$ cat config.mk
export PLATFORM = sky130hd
export DESIGN_NAME = img_capture_sequencer_flat
export DESIGN_NICKNAME = d
export VERILOG_FILES = /design/src/rtl/img_capture_sequencer_if.sv /design/src/rtl/img_capture_sequencer.sv /design/src/flat_wrapper.sv
export SDC_FILE = /design/constraint.sdc
export NUM_CORES = 1
export LEC_CHECK = 0
export BUFFER_PORTS_ARGS = -buffer_cell sky130_fd_sc_hd__clkbuf_2
export CORE_MARGIN = 1.5
export CORE_UTILIZATION = 62
export CTS_BUF_LIST = sky130_fd_sc_hd__clkbuf_4
export DETAILED_ROUTE_END_ITERATION = 8
export MAX_ROUTING_LAYER = met4
export PLACE_DENSITY = 0.95
export SYNTH_ARGS = -nofsm -noshare
export SYNTH_HDL_FRONTEND = slang
export SYNTH_SLANG_ARGS = --single-unit
$ cat constraint.sdc
create_clock -name clk -period 4.5 [get_ports clk]
set_clock_uncertainty 0.05 [all_clocks]
set_input_delay 0.45 -clock clk [delete_from_list [all_inputs] [get_ports clk]]
set_output_delay 0.45 -clock clk [all_outputs]
set_load 0.01 [all_outputs]
$ cat src/rtl/img_capture_sequencer_if.sv
// Host/ImgController-facing signal bundle for img_capture_sequencer.
// slave: the sequencer. master: the host command path plus ImgController.
interface img_capture_sequencer_if #(
  parameter int PixW = 22
);
  // host request side
  logic            req_capture;
  logic            req_readout;
  logic            req_skipCount;
  logic            req_thumb;
  logic            readout_done;
  logic            busy;
  logic            done;
  logic            err;
  logic [1:0]      err_code;
  logic [1:0]      attempts;
  // ImgController side
  logic            cmd_capture;
  logic            cmd_readout;
  logic            cmd_ramBlock;
  logic            cmd_skipCount;
  logic            cmd_thumb;
  logic            status_captureDone;
  logic [PixW-1:0] status_capturePixelCount;

  modport slave (
    input  req_capture, req_readout, req_skipCount, req_thumb, readout_done,
           status_captureDone, status_capturePixelCount,
    output busy, done, err, err_code, attempts,
           cmd_capture, cmd_readout, cmd_ramBlock, cmd_skipCount, cmd_thumb
  );

  modport master (
    output req_capture, req_readout, req_skipCount, req_thumb, readout_done,
           status_captureDone, status_capturePixelCount,
    input  busy, done, err, err_code, attempts,
           cmd_capture, cmd_readout, cmd_ramBlock, cmd_skipCount, cmd_thumb
  );
endinterface

$ cat src/rtl/img_capture_sequencer.sv
// Turns host capture/readout pulses into ImgController toggle commands,
// verifies each capture's pixel count with bounded retries, and ping-pongs
// captures between two RAM blocks so the last good image stays readable.
module img_capture_sequencer #(
  parameter int ImgWidth      = 2304,
  parameter int ImgHeight     = 1296,
  parameter int MaxRetries    = 2,
  parameter int TimeoutCycles = 108_000_000
) (
  input logic                    clk,
  input logic                    rst_,
  img_capture_sequencer_if.slave bus
);
  localparam logic [31:0] PixTotal = 32'(ImgWidth * ImgHeight);
  localparam int          TmrW     = $clog2(TimeoutCycles + 1);
  localparam logic [TmrW-1:0] TmrLast = TmrW'(TimeoutCycles - 1);

  typedef enum logic [2:0] {
    IDLE, CAP_ISSUE, CAP_WAIT, CAP_CHECK, RD_NOIMG, RD_ISSUE, RD_WAIT
  } state_t;

  state_t          r_state;
  logic            r_busy, r_done, r_err;
  logic [1:0]      r_errCode;
  logic [2:0]      r_attempts;   // one bit of headroom: MaxRetries=3 reaches 4
  logic            r_cmdCapture, r_cmdReadout, r_ramBlock, r_skip, r_thumb;
  logic            r_valid, r_validBlock, r_doneSeen;
  logic [TmrW-1:0] r_timer;

  logic w_capEvent, w_pixOk;
  assign w_capEvent = (bus.status_captureDone != r_doneSeen);
  assign w_pixOk    = (32'(bus.status_capturePixelCount) == PixTotal);

  assign bus.busy          = r_busy;
  assign bus.done          = r_done;
  assign bus.err           = r_err;
  assign bus.err_code      = r_errCode;
  // attempts port is 2 bits; saturate rather than wrap if a 4th retry is configured
  assign bus.attempts      = (r_attempts > 3'd3) ? 2'd3 : r_attempts[1:0];
  assign bus.cmd_capture   = r_cmdCapture;
  assign bus.cmd_readout   = r_cmdReadout;
  assign bus.cmd_ramBlock  = r_ramBlock;
  assign bus.cmd_skipCount = r_skip;
  assign bus.cmd_thumb     = r_thumb;

  // Sequencer FSM; all outputs registered, done/err are single-cycle pulses
  always_ff @(posedge clk or negedge rst_) begin
    if (!rst_) begin
      r_state      <= IDLE;
      r_busy       <= 1'b0;
      r_done       <= 1'b0;
      r_err        <= 1'b0;
      r_errCode    <= 2'd0;
      r_attempts   <= 3'd0;
      r_cmdCapture <= 1'b0;
      r_cmdReadout <= 1'b0;
      r_ramBlock   <= 1'b0;
      r_skip       <= 1'b0;
      r_thumb      <= 1'b0;
      r_valid      <= 1'b0;
      r_validBlock <= 1'b0;
      r_doneSeen   <= 1'b0;
      r_timer      <= '0;
    end else begin
      r_done <= 1'b0;
      r_err  <= 1'b0;
      case (r_state)
        IDLE: begin
          // capture wins; a same-cycle readout is silently dropped
          if (bus.req_capture) begin
            r_skip     <= bus.req_skipCount;
            r_ramBlock <= ~r_validBlock;
            r_attempts <= 3'd0;
            r_busy     <= 1'b1;
            r_errCode  <= 2'd0;
            r_state    <= CAP_ISSUE;
          end else if (bus.req_readout) begin
            r_busy    <= 1'b1;
            r_errCode <= 2'd0;
            if (r_valid) begin
              r_ramBlock <= r_validBlock;
              r_thumb    <= bus.req_thumb;
              r_state    <= RD_ISSUE;
            end else begin
              r_state <= RD_NOIMG;
            end
          end
        end
        CAP_ISSUE: begin
          // resync the toggle reference so only a fresh completion counts
          r_doneSeen   <= bus.status_captureDone;
          r_cmdCapture <= ~r_cmdCapture;
          r_attempts   <= r_attempts + 3'd1;
          r_timer      <= '0;
          r_state      <= CAP_WAIT;
        end
        CAP_WAIT: begin
          r_timer <= r_timer + 1'b1;
          if (w_capEvent) begin
            r_doneSeen <= bus.status_captureDone;
            r_state    <= CAP_CHECK;
          end else if (r_timer == TmrLast) begin
            r_err     <= 1'b1;
            r_errCode <= 2'd1;
            r_busy    <= 1'b0;
            r_state   <= IDLE;
          end
        end
        CAP_CHECK: begin
          if (w_pixOk) begin
            r_validBlock <= r_ramBlock;
            r_valid      <= 1'b1;
            r_done       <= 1'b1;
            r_busy       <= 1'b0;
            r_state      <= IDLE;
          end else if (r_attempts <= 3'(MaxRetries)) begin
            r_state <= CAP_ISSUE;   // retry into the same block
          end else begin
            r_err     <= 1'b1;
            r_errCode <= 2'd2;
            r_busy    <= 1'b0;
            r_state   <= IDLE;
          end
        end
        RD_NOIMG: begin
          r_err     <= 1'b1;
          r_errCode <= 2'd3;
          r_busy    <= 1'b0;
          r_state   <= IDLE;
        end
        RD_ISSUE: begin
          r_cmdReadout <= ~r_cmdReadout;
          r_state      <= RD_WAIT;
        end
        RD_WAIT: begin
          // no timeout here: the consumer paces the drain
          if (bus.readout_done) begin
            r_done  <= 1'b1;
            r_busy  <= 1'b0;
            r_state <= IDLE;
          end
        end
        default: r_state <= IDLE;
      endcase
    end
  end
endmodule

$ cat src/flat_wrapper.sv
// flat-port wrapper written by rule: the top's interface ports become plain ports
module img_capture_sequencer_flat 
#(
  parameter int ImgWidth      = 2304,
  parameter int ImgHeight     = 1296,
  parameter int MaxRetries    = 2,
  parameter int TimeoutCycles = 108_000_000
)
  (clk, rst_, bus_req_capture, bus_req_readout, bus_req_skipCount, bus_req_thumb, bus_readout_done, bus_status_captureDone, bus_status_capturePixelCount, bus_busy, bus_done, bus_err, bus_err_code, bus_attempts, bus_cmd_capture, bus_cmd_readout, bus_cmd_ramBlock, bus_cmd_skipCount, bus_cmd_thumb);
  img_capture_sequencer_if #(.PixW(($clog2(((2304) * (1296)) + 1)))) bus_i ();
  input logic clk;
  input logic rst_;
  input wire logic [$bits(bus_i.req_capture)-1:0] bus_req_capture;
  input wire logic [$bits(bus_i.req_readout)-1:0] bus_req_readout;
  input wire logic [$bits(bus_i.req_skipCount)-1:0] bus_req_skipCount;
  input wire logic [$bits(bus_i.req_thumb)-1:0] bus_req_thumb;
  input wire logic [$bits(bus_i.readout_done)-1:0] bus_readout_done;
  input wire logic [$bits(bus_i.status_captureDone)-1:0] bus_status_captureDone;
  input wire logic [$bits(bus_i.status_capturePixelCount)-1:0] bus_status_capturePixelCount;
  output wire logic [$bits(bus_i.busy)-1:0] bus_busy;
  output wire logic [$bits(bus_i.done)-1:0] bus_done;
  output wire logic [$bits(bus_i.err)-1:0] bus_err;
  output wire logic [$bits(bus_i.err_code)-1:0] bus_err_code;
  output wire logic [$bits(bus_i.attempts)-1:0] bus_attempts;
  output wire logic [$bits(bus_i.cmd_capture)-1:0] bus_cmd_capture;
  output wire logic [$bits(bus_i.cmd_readout)-1:0] bus_cmd_readout;
  output wire logic [$bits(bus_i.cmd_ramBlock)-1:0] bus_cmd_ramBlock;
  output wire logic [$bits(bus_i.cmd_skipCount)-1:0] bus_cmd_skipCount;
  output wire logic [$bits(bus_i.cmd_thumb)-1:0] bus_cmd_thumb;
  assign bus_i.req_capture = bus_req_capture;
  assign bus_i.req_readout = bus_req_readout;
  assign bus_i.req_skipCount = bus_req_skipCount;
  assign bus_i.req_thumb = bus_req_thumb;
  assign bus_i.readout_done = bus_readout_done;
  assign bus_i.status_captureDone = bus_status_captureDone;
  assign bus_i.status_capturePixelCount = bus_status_capturePixelCount;
  assign bus_busy = bus_i.busy;
  assign bus_done = bus_i.done;
  assign bus_err = bus_i.err;
  assign bus_err_code = bus_i.err_code;
  assign bus_attempts = bus_i.attempts;
  assign bus_cmd_capture = bus_i.cmd_capture;
  assign bus_cmd_readout = bus_i.cmd_readout;
  assign bus_cmd_ramBlock = bus_i.cmd_ramBlock;
  assign bus_cmd_skipCount = bus_i.cmd_skipCount;
  assign bus_cmd_thumb = bus_i.cmd_thumb;
  img_capture_sequencer #(.ImgWidth(ImgWidth), .ImgHeight(ImgHeight), .MaxRetries(MaxRetries), .TimeoutCycles(TimeoutCycles)) u_core (.clk(clk), .rst_(rst_), .bus(bus_i));
endmodule
==> results of run 1 <==
[where the power goes]
group / switching [W] / total, W / leakage, nW / internal (W)
combinational: 0.000264 / 0.000451 / 0.659 / 0.000187
sequential: 0.0000873 / 0.000572 / 0.618 / 0.000484
clock: 0.000130 / 0.000186 / 0.0308 / 0.0000564
total: 0.000481 / 0.00121 / 1.31 / 0.000728
[worst paths after layout]
| kind | from | to | slack, ps | cells past startpoint |
|---|---|---|---|---|
| worst max-delay path | u_core.r_state[0] | u_core.r_doneSeen | 2170 | 4 |
| worst min-delay path | rst_ | u_core.bus.cmd_ramBlock | 220 | 1 |
| max in group asynchronous | rst_ | u_core.r_timer[9] | 3500 | 1 |
| min in group clk | bus_req_thumb | u_core.bus.cmd_thumb | 270 | 2 |
| worst min register to register | u_core.bus.cmd_readout | u_core.bus.cmd_readout | 440 | 1 |
| worst max register to register | u_core.r_state[0] | u_core.r_doneSeen | 2170 | 4 |
[metal layers]
metal,up-vias,wire (µm)
met5,-,0
met4,0,97
met3,13,259
met2,85,2690
met1,1031,2270
li1,1015,-
[per-stage QoR]
stage	utilization [%]	total power, W	instance area, µm²
final	73.2	0.00121	2720
after CTS	73.2	0.00121	2720
after global placement	71.9	0.000997	2670
after global routing	73.2	0.00129	2720
after floorplan	-	0.000886	2440
after detailed placement	71.9	0.00102	2670
[cells by family after synthesis]
kind of cell             synth area share [%]
AND/OR/NAND/NOR                          27.1
multiplexers                             7.18
adder cells (fa/ha/maj)                  2.05
flip-flops                               47.2
AO/OA/AOI/OAI                            13.0
buffers and inverters                    2.51
XOR/XNOR                                 1.08
[registers in the layout, indices dropped and copies added (netlist names)]
name                      cells
u_core.bus.err_code           2
u_core.bus.busy               1
u_core.r_valid                1
u_core.r_state                3
u_core.r_timer               27
u_core.bus.cmd_thumb          1
u_core.bus.cmd_skipCount      1
u_core.bus.cmd_ramBlock       1
u_core.r_doneSeen             1
u_core.bus.done               1
u_core.r_validBlock           1
u_core.bus.cmd_readout        1
u_core.bus.err                1
u_core.r_attempts             3
u_core.bus.cmd_capture        1
[placed cells by master, fill, tap and decap left out, types with 5 or more instances in the layout]
cell	synthesis	final
nand4_1	9	9
nand2_1	31	31
and3_1	7	7
clkbuf_2	0	41
a21oi_1	9	9
inv_1	7	7
clkbuf_4	0	5
nand3_1	20	20
mux2i_1	13	13
nor2_1	15	15
o21ai_0	15	15
dfrtp_1	46	46
[worst max-delay path: cells and delay by family (launching register included)]
family           cells  cell delay, ps
multiplexers         1             360
AND/OR/NAND/NOR      3            1270
flip-flops           1             550
[synth_stat cells (7+ instances only)]
| library cell | n | area [µm²] |
|---|---|---|
| nand2_1 | 31 | 116 |
| nand4_1 | 9 | 56.3 |
| dfrtp_1 | 46 | 1150 |
| inv_1 | 7 | 26.3 |
| and3_1 | 7 | 43.8 |
| mux2i_1 | 13 | 130 |
| a21oi_1 | 9 | 45.0 |
| o21ai_0 | 15 | 75.1 |
| nor2_1 | 15 | 56.3 |
| clkbuf_1 | 7 | 26.3 |
| nand3_1 | 20 | 100 |
[cell type report]
type | count | area, µm² | area share (%)
multi-input cells | 191 | 1230 | 45.2
flip-flops and latches | 46 | 1150 | 42.3
repair buffers | 41 | 205 | 7.55
well taps | 48 | 60.1 | 2.21
clock buffers | 5 | 37.5 | 1.38
inverters | 7 | 26.3 | 0.966
clock inverters | 2 | 10.0 | 0.368
==> results.tsv, run 1 <==
stage	metric	value	unit
placement	dp.cells	333	
timing	whs	225	ps
final_layout	final_cells	340	
timing	final.min_clock_period	2330	ps
worst_hold_path	worstHoldPathType	in -> async	
clocking	cts_hold_buf	0	
route	drtIter0Drc	194	
global_route	busiest_layer	met2	
yosys	synthFlopType	dfrtp_1	
setup_path	path_max_fanout	29	
global_route	grt_use_met2	46.7	%
floorplan	die_w	65.7	µm
global_route	antenna_found_initial	0	
placement	post-dp-hpwl	3910	µm
global_route	grt_overflow	0	
power_and_ir_drop	power_leakage	1.31	nW
clocking	post_cts_buffers	0	
final_layout	syn_to_final_growth	11.4	%
power_and_ir_drop	p_per_area	445	nW/µm²
clocking	root_buffer	clkbuf_4	
clocking	max-clock-path-buffers	2	
placement	gp_congestion	0.883	
floorplan	pin_count	42	
clocking	clock_latency	360	ps
route	drc	0	
final_layout	drive_gt1_share	20.9	%
placement	place_ws	2180	ps
yosys	yosys_warnings	0	
yosys	synth-seq-cells	46	
global_route	grt_pass1_wl	8850	µm
global_route	grtUsageMet1	32.2	%
timing	slew_viol_final	0	
timing	finalSetupTns	0	ps
final_layout	n_antenna_cell	0	
setup_path	critical_path_arrival	2540	ps
route	ant_nets	0	
route	vias	2144	
timing	slew_headroom	25.5	%
yosys	synth_edf_count	0	
final_layout	finalNetCount	326	
setup_path	slowest_stage	or2_1	
timing	fmax	429	MHz
yosys	syn_inst	253	
route	vias_per_cell	6.31	
placement	port_buffers	41	
clocking	clk_pin_slew	130	ps
setup_path	critical_path_class	reg -> reg	
yosys	synth_area	2440	µm²
timing	tightest_slew	1120	ps
yosys	syn-num-nets	287	
floorplan	die_area	4320	µm²
timing	finalCritPeriodShare	51.8	%
global_route	grtUsageTotal	27.6	%
setup_path	worstSetupEndpointType	flip-flop	
outcome	status	finished clean	
global_route	grt_use_met3	4.28	%
timing	layout_setup_ws	2170	ps
setup_path	cp-start-kind	flip-flop	
timing	final_hold_viol_count	0	
final_layout	fillerInstances	264	
setup_path	crit_path_max_incr_delay	730	ps
route	dr.pass1.iters	4	
global_route	grt_pass1_vias	2041	
floorplan	core_area	3720	µm²
route	wire_per_inst	15.6	µm
yosys	yosysUniqueCellTypes	54	
clocking	cts_tree	yes	
power_and_ir_drop	irDropWorstVdd	298	µV
timing	setup_viol	0	
route	wirelength	5310	µm
floorplan	die_h	65.7	µm
setup_path	crit_required	4710	ps
global_route	grt_max_degree	47	
setup_path	worstPathCellList	nand2b_1 -> or2_1 -> and2_1 -> mux2_2	
yosys	synthArstFlopShare	100	%
timing	rsz0062_at_grt	false	
floorplan	rows	22	
clocking	ctsResizeCount	0	
flow_run	max_cap_violations	0	
clocking	cts_made_buffers	5	
clocking	h-tree-depth	2	
yosys	syn_area_per_cell	9.65	µm²
floorplan	initial_utilization	65.7	%
clocking	clock-sinks	46	
yosys	seq_area_frac_synth	47.2	%
Note: power is estimated with default switching activity, not from simulation.
==> run 2: changes to the inputs <==
--- a/config.mk
+++ b/config.mk
@@ -5,13 +5,14 @@
 export SDC_FILE = /design/constraint.sdc
 export NUM_CORES = 1
 export LEC_CHECK = 0
+export ABC_AREA = 1
 export BUFFER_PORTS_ARGS = -buffer_cell sky130_fd_sc_hd__clkbuf_2
 export CORE_MARGIN = 1.5
-export CORE_UTILIZATION = 62
+export CORE_UTILIZATION = 58
 export CTS_BUF_LIST = sky130_fd_sc_hd__clkbuf_4
 export DETAILED_ROUTE_END_ITERATION = 8
 export MAX_ROUTING_LAYER = met4
-export PLACE_DENSITY = 0.95
+export PLACE_DENSITY = 0.93
 export SYNTH_ARGS = -nofsm -noshare
 export SYNTH_HDL_FRONTEND = slang
 export SYNTH_SLANG_ARGS = --single-unit
==> constraint.sdc (replaced) <==
create_clock -name clk -period 2.3 [get_ports clk]
set_clock_uncertainty 0.05 [all_clocks]
set_input_delay 0.23 -clock clk [delete_from_list [all_inputs] [get_ports clk]]
set_output_delay 0.23 -clock clk [all_outputs]
set_load 0.01 [all_outputs]
==> results.tsv, run 2 <==
stage	metric	value	unit
yosys	yosysUniqueCellTypes	32	
floorplan	core_area	4120	µm²
route	vias_per_cell	5.31	
global_route	grt_max_degree	36	
clocking	post_cts_buffers	0	
route	ant_nets	0	
floorplan	initial_utilization	62.0	%
clocking	clk_pin_slew	150	ps
setup_path	path_max_fanout	19	
route	vias	2331	
timing	fmax	559	MHz
floorplan	die_h	69.3	µm
global_route	grt_overflow	0	
final_layout	regMostFlops	u_core.r_timer	
yosys	yosysTopAreaCell	dfrtp_1	
timing	tightest_slew	445	ps
clocking	max-clock-path-buffers	2	
yosys	syn_inst	339	
yosys	synthFlopType	dfrtp_1	
yosys	syn_area_per_cell	7.52	µm²
flow_run	max_cap_violations	0	
clocking	clock-sinks	46	
yosys	synth_most_common_cell	nand2_1	
final_layout	n_antenna_cell	0	
global_route	antenna_found_initial	0	
final_layout	drive_gt1_share	17.5	%
global_route	grtUsageMet1	33.5	%
clocking	root_buffer	clkbuf_4	
yosys	synth_top_cell_area_share	45.1	%
clocking	h-tree-depth	2	
power_and_ir_drop	power_leakage	1.45	nW
setup_path	critical_path_arrival	2030	ps
worst_hold_path	worstHoldPathType	in -> reg	
yosys	synth-seq-cells	46	
timing	slew_headroom	70.3	%
route	wirelength	5500	µm
route	drtIter0Drc	203	
clocking	cts_made_buffers	5	
timing	rsz0062_at_grt	false	
setup_path	crit_required	2540	ps
floorplan	rows	23	
floorplan	pin_count	42	
final_layout	largest_register_ffs	27	
yosys	yosys_warnings	0	
placement	postPlaceCellArea	2820	µm²
final_layout	final_common_cell	nand2_1	
global_route	grt_pass1_vias	2181	
final_layout	largestRegisters	u_core.r_timer (27), u_core.r_attempts (3), u_core.r_state (3)	
setup_path	slowest_stage	dfrtp_1	
setup_path	crit_path_max_incr_delay	430	ps
setup_path	cpMostUsedCell	nand2_1	
yosys	syn-num-nets	373	
power_and_ir_drop	p_per_area	874	nW/µm²
power_and_ir_drop	irDropWorstVdd	923	µV
power_and_ir_drop	finalPower	0.00253	W
placement	port_buffers	41	
global_route	grtUsageTotal	24.5	%
floorplan	die_area	4800	µm²
global_route	grt_use_met3	4.51	%
setup_path	r2r_cells	9	
yosys	seq_area_frac_synth	45.1	%
final_layout	fin_util	70.5	%
outcome	status	finished clean	
placement	post-dp-hpwl	4230	µm
floorplan	die_w	69.3	µm
yosys	synth_area	2550	µm²
setup_path	cp-start-kind	flip-flop	
route	drc	0	
timing	final.min_clock_period	1790	ps
yosys	synthArstFlopShare	100	%
clocking	cts_tree	yes	
setup_path	worstSetupEndpointType	flip-flop	
final_layout	fillerInstances	335	
placement	gp_congestion	0.904	
global_route	busiest_layer	met2	
global_route	grt_pass1_wl	9380	µm
yosys	synth.top_cells.by_count	nand2_1, dfrtp_1, inv_1	
timing	setup_viol	0	
yosys	synth.area.top_cells	dfrtp_1, nand2_1, inv_1	
clocking	clock_latency	370	ps
clocking	ctsResizeCount	0	
final_layout	fin_area	2900	µm²
worst_hold_path	worstHoldPathCells	2	
timing	slew_viol_final	0	
route	dr.pass1.iters	5	
route	wire_per_inst	12.5	µm
setup_path	worstPathCellList	inv_1 -> nand2_2 -> nor2_8 -> nand2_1 -> nor2_2 -> nand3_1 -> nor3_2 -> nand2_1 -> o21ai_0	
final_layout	finalNetCount	422	
timing	finalSetupTns	0	ps
timing	final_hold_viol_count	0	
global_route	grt_use_met2	37.4	%
timing	finalCritPeriodShare	77.8	%
final_layout	syn_to_final_growth	13.7	%
final_layout	most-common-layout-cells	nand2_1, inv_1, dfrtp_1	
yosys	synth_edf_count	0	
setup_path	r2r_slack	510	ps
setup_path	critical_path_class	reg -> reg	
## run 2: cell types whose count changed in the layout (fill, tap and decap cells not counted), sizes merged, moves of 5 or more
cell / before / now
nand4: 10 / 4
nor2: 15 / 49
nor3: 4 / 9
nand2: 32 / 89
mux2i: 13 / 1
o21ai: 19 / 30
inv: 7 / 49
and3: 7 / 1
nand3: 20 / 32
## run 2: worst paths after layout
check                                            start                        to
worst max-delay path                 u_core.r_state[2]        u_core.r_timer[24]
worst min-delay path                 bus_req_skipCount  u_core.bus.cmd_skipCount
worst max register to register       u_core.r_state[2]        u_core.r_timer[24]
worst min register to register  u_core.bus.cmd_readout    u_core.bus.cmd_readout
max in group asynchronous                         rst_        u_core.r_timer[14]
min in group asynchronous                         rst_           u_core.bus.busy
## run 2: layer usage
metal  part of all wire [%]  vias up
met3                    4.7        5
met5                      0        -
li1                       -     1195
met4                    1.0        0
met2                     47       63
met1                     47     1068
## run 2: area by class of cell
type / count / area, µm² / share of cell area, %
clock buffer: 5 / 37.5 / 1.29
clock inverter: 3 / 25.0 / 0.863
inverter: 48 / 183 / 6.30
multi-input combinational: 242 / 1200 / 41.4
sequential: 46 / 1150 / 39.7
tap: 50 / 62.6 / 2.16
timing repair buffer: 45 / 240 / 8.28
## run 2: metrics by stage
step	std cells	setup WS, ps	hold slack [ps]
6_report	439	510	38.1
5_1_grt	439	344	27.0
4_1_cts	439	510	22.7
3_5_place_dp	429	581	81.9
3_3_place_gp	429	659	75.3
2_1_floorplan	339	787	-116
## run 2: kinds of logic (layout without fill, tap and decap cells)
kind of cell,after synthesis,after routing,share of synthesized area (%)
simple gates,184,184,32.2
flops,46,46,45.1
compound gates,45,45,9.57
fa+ha+maj,4,4,1.96
xor+xnor,6,6,2.06
buf+inv,51,101,7.75
mux,3,3,1.28
## run 2: what timing repair did
item,in CTS,in global routing
hold buffers,2,0
endpoints found under the hold margin,12,0
setup endpoints to repair,0,0
## run 2: power by group
part	internal, W	switching, W
clock network	0.000125	0.000277
registers	0.000963	0.000142
logic	0.000364	0.000665
total	0.00145	0.00108
## run 2: critical path: cells and delay by family, from the launching register on
kind	cells	cell delay (ps)
buffers and inverters	1	130
AND/OR/NAND/NOR	7	1000
flip-flops	1	430
AO/OA/AOI/OAI	1	80
